--- config.mk ---
export PLATFORM = sky130hd
export DESIGN_NAME = stdp_synapse_flat
export DESIGN_NICKNAME = d
export VERILOG_FILES = /design/src/rtl/stdp_synapse_if.sv /design/src/rtl/stdp_synapse.sv /design/src/flat_wrapper.sv
export SDC_FILE = /design/constraint.sdc
export NUM_CORES = 1
export LEC_CHECK = 0
export CAP_MARGIN = 20
export CORE_ASPECT_RATIO = 1.1
export CORE_MARGIN = 8
export CORE_UTILIZATION = 57
export DETAILED_ROUTE_END_ITERATION = 10
export HOLD_SLACK_MARGIN = 0.05
export PLACE_DENSITY_LB_ADDON = 0.25
export SYNTH_ARGS = -nofsm -noshare
export SYNTH_HDL_FRONTEND = slang
export SYNTH_SLANG_ARGS = --single-unit
--- constraint.sdc ---
create_clock -name clk -period 4.4 [get_ports clk]
set_clock_uncertainty 0.2 [all_clocks]
set_input_delay 0.88 -clock clk [delete_from_list [all_inputs] [get_ports clk]]
set_output_delay 0.88 -clock clk [all_outputs]
set_load 0.005 [all_outputs]
--- src/rtl/stdp_synapse_if.sv ---
// Synapse-side bundle: learning control and spike inputs, weight/update status outputs.
interface stdp_synapse_if #(
  parameter int unsigned W_WIDTH = 8,
  parameter int unsigned T_WIDTH = 4
);
  logic               learn_en;
  logic               pre_spike;
  logic               post_spike;
  logic [W_WIDTH-1:0] weight;
  logic [W_WIDTH-1:0] syn_current;
  logic               update_w_flag;
  logic               ltp;
  logic [T_WIDTH-1:0] time_diff;

  modport master (
    output learn_en, pre_spike, post_spike,
    input  weight, syn_current, update_w_flag, ltp, time_diff
  );

  modport slave (
    input  learn_en, pre_spike, post_spike,
    output weight, syn_current, update_w_flag, ltp, time_diff
  );
endinterface

--- src/rtl/stdp_synapse.sv ---
// Plastic synapse: pair-based nearest-neighbour STDP on an on-chip weight,
// plus the weighted synaptic current pulse that feeds the postsynaptic neuron.
module stdp_synapse #(
  parameter int unsigned W_WIDTH = 8,
  parameter int unsigned T_WIDTH = 4,
  parameter int unsigned W_INIT  = 64,
  parameter int unsigned W_MAX   = 255,
  parameter int unsigned W_MIN   = 0,
  parameter int unsigned A_PLUS  = 16,
  parameter int unsigned A_MINUS = 16
) (
  input  logic          clk,
  input  logic          rst_n,
  stdp_synapse_if.slave bus
);

  localparam logic [T_WIDTH-1:0]   TMAX      = '1;
  localparam logic [W_WIDTH-1:0]   W_INIT_W  = W_WIDTH'(W_INIT);
  localparam logic [W_WIDTH-1:0]   W_MAX_W   = W_WIDTH'(W_MAX);
  localparam logic [W_WIDTH-1:0]   W_MIN_W   = W_WIDTH'(W_MIN);
  localparam logic [W_WIDTH-1:0]   A_PLUS_W  = W_WIDTH'(A_PLUS);
  localparam logic [W_WIDTH-1:0]   A_MINUS_W = W_WIDTH'(A_MINUS);
  localparam logic [W_WIDTH:0]     W_MAX_X   = (W_WIDTH+1)'(W_MAX);
  localparam logic signed [W_WIDTH+1:0] W_MIN_S = (W_WIDTH+2)'(W_MIN);

  logic [T_WIDTH-1:0] pre_t_q,  pre_t_d;
  logic [T_WIDTH-1:0] post_t_q, post_t_d;
  logic [W_WIDTH-1:0] weight_q, weight_d;
  logic [W_WIDTH-1:0] syn_current_q, syn_current_d;
  logic               update_w_flag_q, update_w_flag_d;
  logic               ltp_q, ltp_d;
  logic [T_WIDTH-1:0] time_diff_q, time_diff_d;

  logic                      do_ltp, do_ltd;
  logic [T_WIDTH-1:0]        ltp_shift, ltd_shift;
  logic [W_WIDTH-1:0]        ltp_delta, ltd_delta;
  logic [W_WIDTH:0]          ltp_sum;
  logic signed [W_WIDTH+1:0] ltd_diff;

  // Pairing decision and step size; sampled timer + 1 is dt, so (dt-1)>>2 is timer>>2
  always_comb begin
    do_ltp    = bus.learn_en && bus.post_spike && !bus.pre_spike && (pre_t_q != TMAX);
    do_ltd    = bus.learn_en && bus.pre_spike && !bus.post_spike && (post_t_q != TMAX);
    ltp_shift = pre_t_q >> 2;
    ltd_shift = post_t_q >> 2;
    ltp_delta = A_PLUS_W >> ltp_shift;
    ltd_delta = A_MINUS_W >> ltd_shift;
    ltp_sum   = {1'b0, weight_q} + {1'b0, ltp_delta};
    ltd_diff  = $signed({2'b00, weight_q}) - $signed({2'b00, ltd_delta});
  end

  // Next-state: timers, clamped weight update and status
  always_comb begin
    pre_t_d         = pre_t_q;
    post_t_d        = post_t_q;
    weight_d        = weight_q;
    ltp_d           = ltp_q;
    time_diff_d     = time_diff_q;
    update_w_flag_d = 1'b0;
    syn_current_d   = bus.pre_spike ? weight_q : '0;

    if (bus.pre_spike)          pre_t_d = '0;
    else if (pre_t_q != TMAX)   pre_t_d = pre_t_q + T_WIDTH'(1);

    if (bus.post_spike)         post_t_d = '0;
    else if (post_t_q != TMAX)  post_t_d = post_t_q + T_WIDTH'(1);

    if (do_ltp) begin
      weight_d        = (ltp_sum > W_MAX_X) ? W_MAX_W : ltp_sum[W_WIDTH-1:0];
      ltp_d           = 1'b1;
      time_diff_d     = pre_t_q + T_WIDTH'(1);
      update_w_flag_d = 1'b1;
    end else if (do_ltd) begin
      weight_d        = (ltd_diff < W_MIN_S) ? W_MIN_W : ltd_diff[W_WIDTH-1:0];
      ltp_d           = 1'b0;
      time_diff_d     = post_t_q + T_WIDTH'(1);
      update_w_flag_d = 1'b1;
    end
  end

  always_ff @(posedge clk or negedge rst_n) begin
    if (!rst_n) begin
      pre_t_q         <= TMAX;
      post_t_q        <= TMAX;
      weight_q        <= W_INIT_W;
      syn_current_q   <= '0;
      update_w_flag_q <= 1'b0;
      ltp_q           <= 1'b0;
      time_diff_q     <= '0;
    end else begin
      pre_t_q         <= pre_t_d;
      post_t_q        <= post_t_d;
      weight_q        <= weight_d;
      syn_current_q   <= syn_current_d;
      update_w_flag_q <= update_w_flag_d;
      ltp_q           <= ltp_d;
      time_diff_q     <= time_diff_d;
    end
  end

  assign bus.weight        = weight_q;
  assign bus.syn_current   = syn_current_q;
  assign bus.update_w_flag = update_w_flag_q;
  assign bus.ltp           = ltp_q;
  assign bus.time_diff     = time_diff_q;

endmodule

--- src/flat_wrapper.sv ---
// flat-port wrapper written by rule: the top's interface ports become plain ports
module stdp_synapse_flat 
#(
  parameter int unsigned W_WIDTH = 8,
  parameter int unsigned T_WIDTH = 4,
  parameter int unsigned W_INIT  = 64,
  parameter int unsigned W_MAX   = 255,
  parameter int unsigned W_MIN   = 0,
  parameter int unsigned A_PLUS  = 16,
  parameter int unsigned A_MINUS = 16
)
  (clk, rst_n, bus_learn_en, bus_pre_spike, bus_post_spike, bus_weight, bus_syn_current, bus_update_w_flag, bus_ltp, bus_time_diff);
  stdp_synapse_if #(.W_WIDTH(W_WIDTH), .T_WIDTH(T_WIDTH)) bus_i ();
  input  logic clk;
  input  logic rst_n;
  input wire logic [$bits(bus_i.learn_en)-1:0] bus_learn_en;
  input wire logic [$bits(bus_i.pre_spike)-1:0] bus_pre_spike;
  input wire logic [$bits(bus_i.post_spike)-1:0] bus_post_spike;
  output wire logic [$bits(bus_i.weight)-1:0] bus_weight;
  output wire logic [$bits(bus_i.syn_current)-1:0] bus_syn_current;
  output wire logic [$bits(bus_i.update_w_flag)-1:0] bus_update_w_flag;
  output wire logic [$bits(bus_i.ltp)-1:0] bus_ltp;
  output wire logic [$bits(bus_i.time_diff)-1:0] bus_time_diff;
  assign bus_i.learn_en = bus_learn_en;
  assign bus_i.pre_spike = bus_pre_spike;
  assign bus_i.post_spike = bus_post_spike;
  assign bus_weight = bus_i.weight;
  assign bus_syn_current = bus_i.syn_current;
  assign bus_update_w_flag = bus_i.update_w_flag;
  assign bus_ltp = bus_i.ltp;
  assign bus_time_diff = bus_i.time_diff;
  stdp_synapse #(.W_WIDTH(W_WIDTH), .T_WIDTH(T_WIDTH), .W_INIT(W_INIT), .W_MAX(W_MAX), .W_MIN(W_MIN), .A_PLUS(A_PLUS), .A_MINUS(A_MINUS)) u_core (.clk(clk), .rst_n(rst_n), .bus(bus_i));
endmodule
### After elaboration in Yosys (flattened, before gate mapping)

Cells that the tools add are included.

| word-level totals | value |
|---|---|
| logic and storage cells | 43 |
| bits in registers | 30 |
| input bits | 5 |

| operators by class | value |
|---|---|
| shift operators | 2 |
| equality and inequality tests | 2 |
| mux-type cells | 15 |
| order comparisons | 2 |
| add/sub/neg operators | 4 |
| reductions and logical operators | 11 |

Operators by type and width:

| operator | count |
|---|---|
| 2-to-1 mux 8 bit | 5 |
| 2-to-1 mux 4 bit | 6 |
| right shift 5 x 2 -> 8 bit, first input constant | 2 |
| less-than comparator 10 x 1 -> 1 bit, second input constant | 1 |
| adder 8 x 8 -> 9 bit | 1 |
| > comparator 9 x 8 -> 1 bit, second input constant | 1 |
| subtractor 8 x 8 -> 9 bit | 1 |
| adder 4 x 1 -> 4 bit, second input constant | 2 |
| != test 4 bit, second input constant | 2 |
| logical AND 1 bit | 6 |
| nonzero test 2 bit | 3 |
| 2-to-1 mux 1 bit | 4 |
| logical NOT 1 bit | 2 |

### Depth between registers and ports, before layout

| logic depth | value |
|---|---|
| word-level depth | 6 |
| depth in mapped cells | 9 |
| mapped depth without buffers | 8 |

### Worst setup path before layout

Ideal clock, no wire load.

| timing path | value |
|---|---|
| kind | register -> register |
| start point | reg u_core.pre_t_q[3] |
| end point | reg u_core.weight_q[4] (netlist: u_core.bus.weight[4]) |
| setup time | 0.129 ns |
| arrival | 1.986 ns |
| stages on the path, launching flop included | 7 |
| data required time | 4.071 ns |
| clock period less this slack | 2.314 ns |
| setup slack | 2.086 ns |
| path through | dfstp_2 nor2b_1 ha_1 a211o_1 a21oi_1 nor3_1 a2111o_1 |

| between the ends | value |
|---|---|
| cells in the longest elaborated chain, start to end | 5 |

RTL lines:

| item | line | RTL |
|---|---|---|
| from (decl) | stdp_synapse.sv:26 | `logic [T_WIDTH-1:0] pre_t_q, pre_t_d;` |
| from (signal assigned) | stdp_synapse.sv:91 | `pre_t_q <= pre_t_d;` |
| right shift 5 x 2 -> 8 bit | stdp_synapse.sv:46 | `ltp_delta = A_PLUS_W >> ltp_shift;` |
| adder 8 x 8 -> 9 bit | stdp_synapse.sv:48 | `ltp_sum = {1'b0, weight_q} + {1'b0, ltp_delta};` |
| > comparator 9 x 8 -> 1 bit | stdp_synapse.sv:69 | `weight_d = (ltp_sum > W_MAX_X) ? W_MAX_W : ltp_sum[W_WIDTH-1:0];` |
| 2-to-1 mux 8 bit | stdp_synapse.sv:69 |  |
| 2-to-1 mux 8 bit | stdp_synapse.sv:68 | `if (do_ltp) begin` |
| to (signal assigned) | stdp_synapse.sv:93 | `weight_q <= weight_d;` |
| to (decl) | stdp_synapse.sv:28 | `logic [W_WIDTH-1:0] weight_q, weight_d;` |

Parallel ways exist; a longest one is shown, timed or not.
A chain may end at the register's enable or synchronous reset.

### Worst setup path after layout

| timing path | value |
|---|---|
| start point | in bus_pre_spike |
| end point | reg u_core.weight_q[2] (netlist: u_core.bus.weight[2]) |

| between the ends | value |
|---|---|
| cells in the longest elaborated chain, start to end | 4 |

RTL lines:

| item | line | RTL |
|---|---|---|
| from (decl) | flat_wrapper.sv:17 | `input wire logic [$bits(bus_i.pre_spike)-1:0] bus_pre_spike;` |
| logical NOT 1 bit / logical AND 1 bit (equally long branches) | stdp_synapse.sv:42, stdp_synapse.sv:43 |  |
| logical AND 1 bit (on tied branches) (2 in series) | stdp_synapse.sv:42, stdp_synapse.sv:43 |  |
| 2-to-1 mux 8 bit / nonzero test 2 bit (equally long branches) | -- |  |

Parallel ways exist; a longest one is shown, timed or not.

==> out/metrics.cfg <==
[power_and_ir_drop]
p_switching_w=0.000369
p_leak_nw=0.917
p_per_area_nw_per_um2=493
sequentialPowerShare_pct=42.0
comb_power_share_pct=43.1
irDropWorstVdd_mv=0.373
p_int_w=0.000642
swShare_pct=36.5
clockPowerShare_pct=14.9

[routing]
routed_wl_mm=4.19
route.detailed.drc=0
first_iter_violations=91
dr.pass1.iters=4
route.vias.total=1443
ant_nets=0
avgRoutedWirePerCell_um=18.1
via_per_inst=6.22

[critical_path]
cp_num_buf_inv=1
end_kind=flop
r2r.worst_path.cells=6
worstSetupPathType=in2reg
reg2reg_slack_ns=1.79
crit_slowest_cell=clkdlybuf4s50_1
path_max_fanout=15
cp_top_family=simple AND/OR/NAND/NOR gates
cp_num_cells=6
crit_required_ns=4.46
r2r-start=u_core.pre_t_q[3]$_DFFE_PN1P_
worstPathCellList=clkdlybuf4s50_1, and3b_1, nand2_2, nor3_1, a31oi_1, a21oi_1
regToRegEndpoint=u_core.bus.weight[4]$_DFFE_PN0P_
critPathMaxStageDelay_ns=0.66
start_kind=primary input
worstPathArrival_ns=2.96

[global_routing]
grt_max_degree=16
globalRouteOverflowTotal=0
grt.busiest_layer=met2
grt_usage_pct=18.5
gr-usage-met3_pct=6.14
grt_pass1_vias=1442
grt_pass1_wl_mm=6.79
antenna_found_initial=0
met2_usage_pct=30.9
use_met1_pct=19.6

[timing]
fin_crit_ns=2.90
fmax_ghz=0.345
final.setup.tns_ns=0
hold_viol_final=0
holdWs_ns=0.293
final.period_utilization_pct=65.8
slew_violations=0
setup_violations=0
tightest_slew_ns=0.669
slew_headroom_pct=55.0
rsz0062_at_grt=no

[cts]
ctsHoldBuffers=0
cts_tree=built
post_cts.repair.setup_buffers=0
clkLatencyLatePin_ns=0.33
cts_buffer_depth=2
cts-resized-gates=0
root_buffer=clkbuf_4
cts_max_level=2
clkTransAtPathRegs_ns=0.09
cts_made_buffers=5
clock-sinks=30

[yosys]
synthXorXnorAreaFrac_pct=4.67
synth_top_family_by_area=simple AND/OR/NAND/NOR gates
ys_seq_area_share_pct=45.1
netlist_area_um2=1690
synth_cell_types=47
synth-seq-cells=30
synth_compound_area_share_pct=14.4
synth_adder_area_share_pct=9.33
synth.area.mux_share_pct=2.37
synth_cells=167
yosys_warnings=0
async_flop_share_pct=100
yosys_most_used_dff=dfrtp_1
syn_avg_cell_area_um2=10.1
synthesis.nets=184
synth-simple-area-share_pct=21.4
synth_edf_count=0

[flow_run]
maxCapViolCount=0

[floorplan]
ioPinCount=27
dieWidth_um=67.9
fp.dieArea_um2=4960
start_util_pct=60.3
rows=20
fp.coreArea_um2=2800
die_y_um=73.1

[finish]
antenna_cells=0
final_nets=215
fin_area_um2=2050
area_growth_pct=21.5
final_util_pct=73.2
drive_gt1_share_pct=13.1

[min_path]
holdPathEnd=u_core.bus.ltp$_DFFE_PN0P_
hold_path_class=reg2reg
min-delay-start=u_core.bus.ltp$_DFFE_PN0P_
holdPathStages=2

[placed_design]
gp_congestion=0.866
place_area_um2=2000
portBuffers=26
dp.final_hpwl_mm=3.27

[status]
status=finished clean

==> worst reg2reg max path: stages, from the launching register on <==
cell      delay [ns]
dfstp_2         0.61
nor2b_1         0.26
ha_1            0.27
a211o_1         0.30
a21oi_1         0.26
nor3_1          0.18
a2111o_1        0.42
==> layer usage <==
| layer | part of all wire, % | wire, um |
|---|---|---|
| met5 | 0 | 0 |
| met4 | 3.8 | 161 |
| met3 | 7.2 | 300 |
| met2 | 50 | 2100 |
| met1 | 39 | 1630 |
==> registers in the layout (all words and copies together) (netlist names) <==
register,flops
u_core.bus.update_w_flag,1
u_core.pre_t_q,4
u_core.bus.syn_current,8
u_core.post_t_q,4
u_core.bus.time_diff,4
u_core.bus.weight,8
u_core.bus.ltp,1
==> Yosys cell counts, types with 2 or more instances <==
master | instances | area share [%]
a211oi_1 | 4 | 1.8
a21oi_1 | 13 | 3.9
a221oi_1 | 2 | 1.0
and2_1 | 9 | 3.3
buf_2 | 2 | 0.59
dfrtp_1 | 21 | 31
dfstp_2 | 9 | 14
ha_1 | 11 | 8.1
inv_1 | 4 | 0.89
mux2i_1 | 4 | 2.4
nand2_1 | 8 | 1.8
nand2b_1 | 6 | 2.2
nand3_1 | 8 | 2.4
nor2_1 | 14 | 3.1
nor2b_1 | 3 | 1.1
nor3_1 | 4 | 1.2
o21ai_0 | 7 | 2.1
or2_2 | 2 | 0.74
xnor2_1 | 4 | 2.1
xor2_1 | 5 | 2.6
==> layout make-up <==
cell class / instances / area [um2]
tap: 33 / 41.3
fill: 204 / 751
clock buffer: 8 / 48.8
timing repair buffer: 29 / 303
inverter: 4 / 15.0
multi-input combinational: 128 / 882
sequential: 30 / 762
==> how the worst max path moves through the flow <==
stage	slack [ns]	endpoint	startpoint
2_1_floorplan	2.09	u_core.bus.weight[4]$_DFFE_PN0P_	u_core.pre_t_q[3]$_DFFE_PN1P_
3_3_place_gp	1.32	u_core.bus.weight[1]$_DFFE_PN0P_	bus_pre_spike
3_5_place_dp	1.22	u_core.bus.weight[2]$_DFFE_PN0P_	bus_pre_spike
4_1_cts	1.56	u_core.bus.weight[2]$_DFFE_PN0P_	bus_pre_spike
5_1_grt	1.32	u_core.bus.weight[6]$_DFFE_PN1P_	bus_pre_spike
6_report	1.50	u_core.bus.weight[2]$_DFFE_PN0P_	bus_pre_spike
==> power by group through the flow <==
stage | logic, W | clock network (W) | registers [W]
after detailed placement | 0.000432 | 0 | 0.000428
after CTS | 0.000434 | 0.000156 | 0.000423
final | 0.000435 | 0.000151 | 0.000425
after global placement | 0.000415 | 0 | 0.000423
after global routing | 0.000475 | 0.000167 | 0.000436
after floorplan | 0.000264 | 0 | 0.000400
==> per-stage QoR <==
stage	instances	setup WS [ns]	power [W]
2_1_floorplan	167	2.09	0.000664
6_report	232	1.50	0.00101
5_1_grt	232	1.32	0.00108
3_3_place_gp	223	1.32	0.000839
4_1_cts	232	1.56	0.00101
3_5_place_dp	224	1.22	0.000860
==> layout by cell type, fill, tap and decap left out, types with 2 or more instances in the layout <==
master,count
clkdlybuf4s50_1,26
dfrtp_1,21
nor2_1,14
a21oi_1,13
ha_1,11
and2_1,9
dfstp_2,9
nand2_1,8
nand3_1,8
o21ai_0,7
nand2b_1,6
xor2_1,5
clkbuf_4,5
inv_1,4
a211oi_1,4
nor3_1,4
xnor2_1,4
mux2i_1,4
nor2b_1,3
clkbuf_1,3
or2_2,2
a221oi_1,2
buf_4,2
==> cell families after synthesis <==
| family | after synthesis |
|---|---|
| and+or+nand+nor | 66 |
| buffers and inverters | 9 |
| adders and majority gates | 12 |
| muxes | 4 |
| xor gates and xnor gates | 9 |
| DFF | 30 |
| AOI/OAI and AO/OA | 37 |
Note: power is estimated with default switching activity, not from simulation.
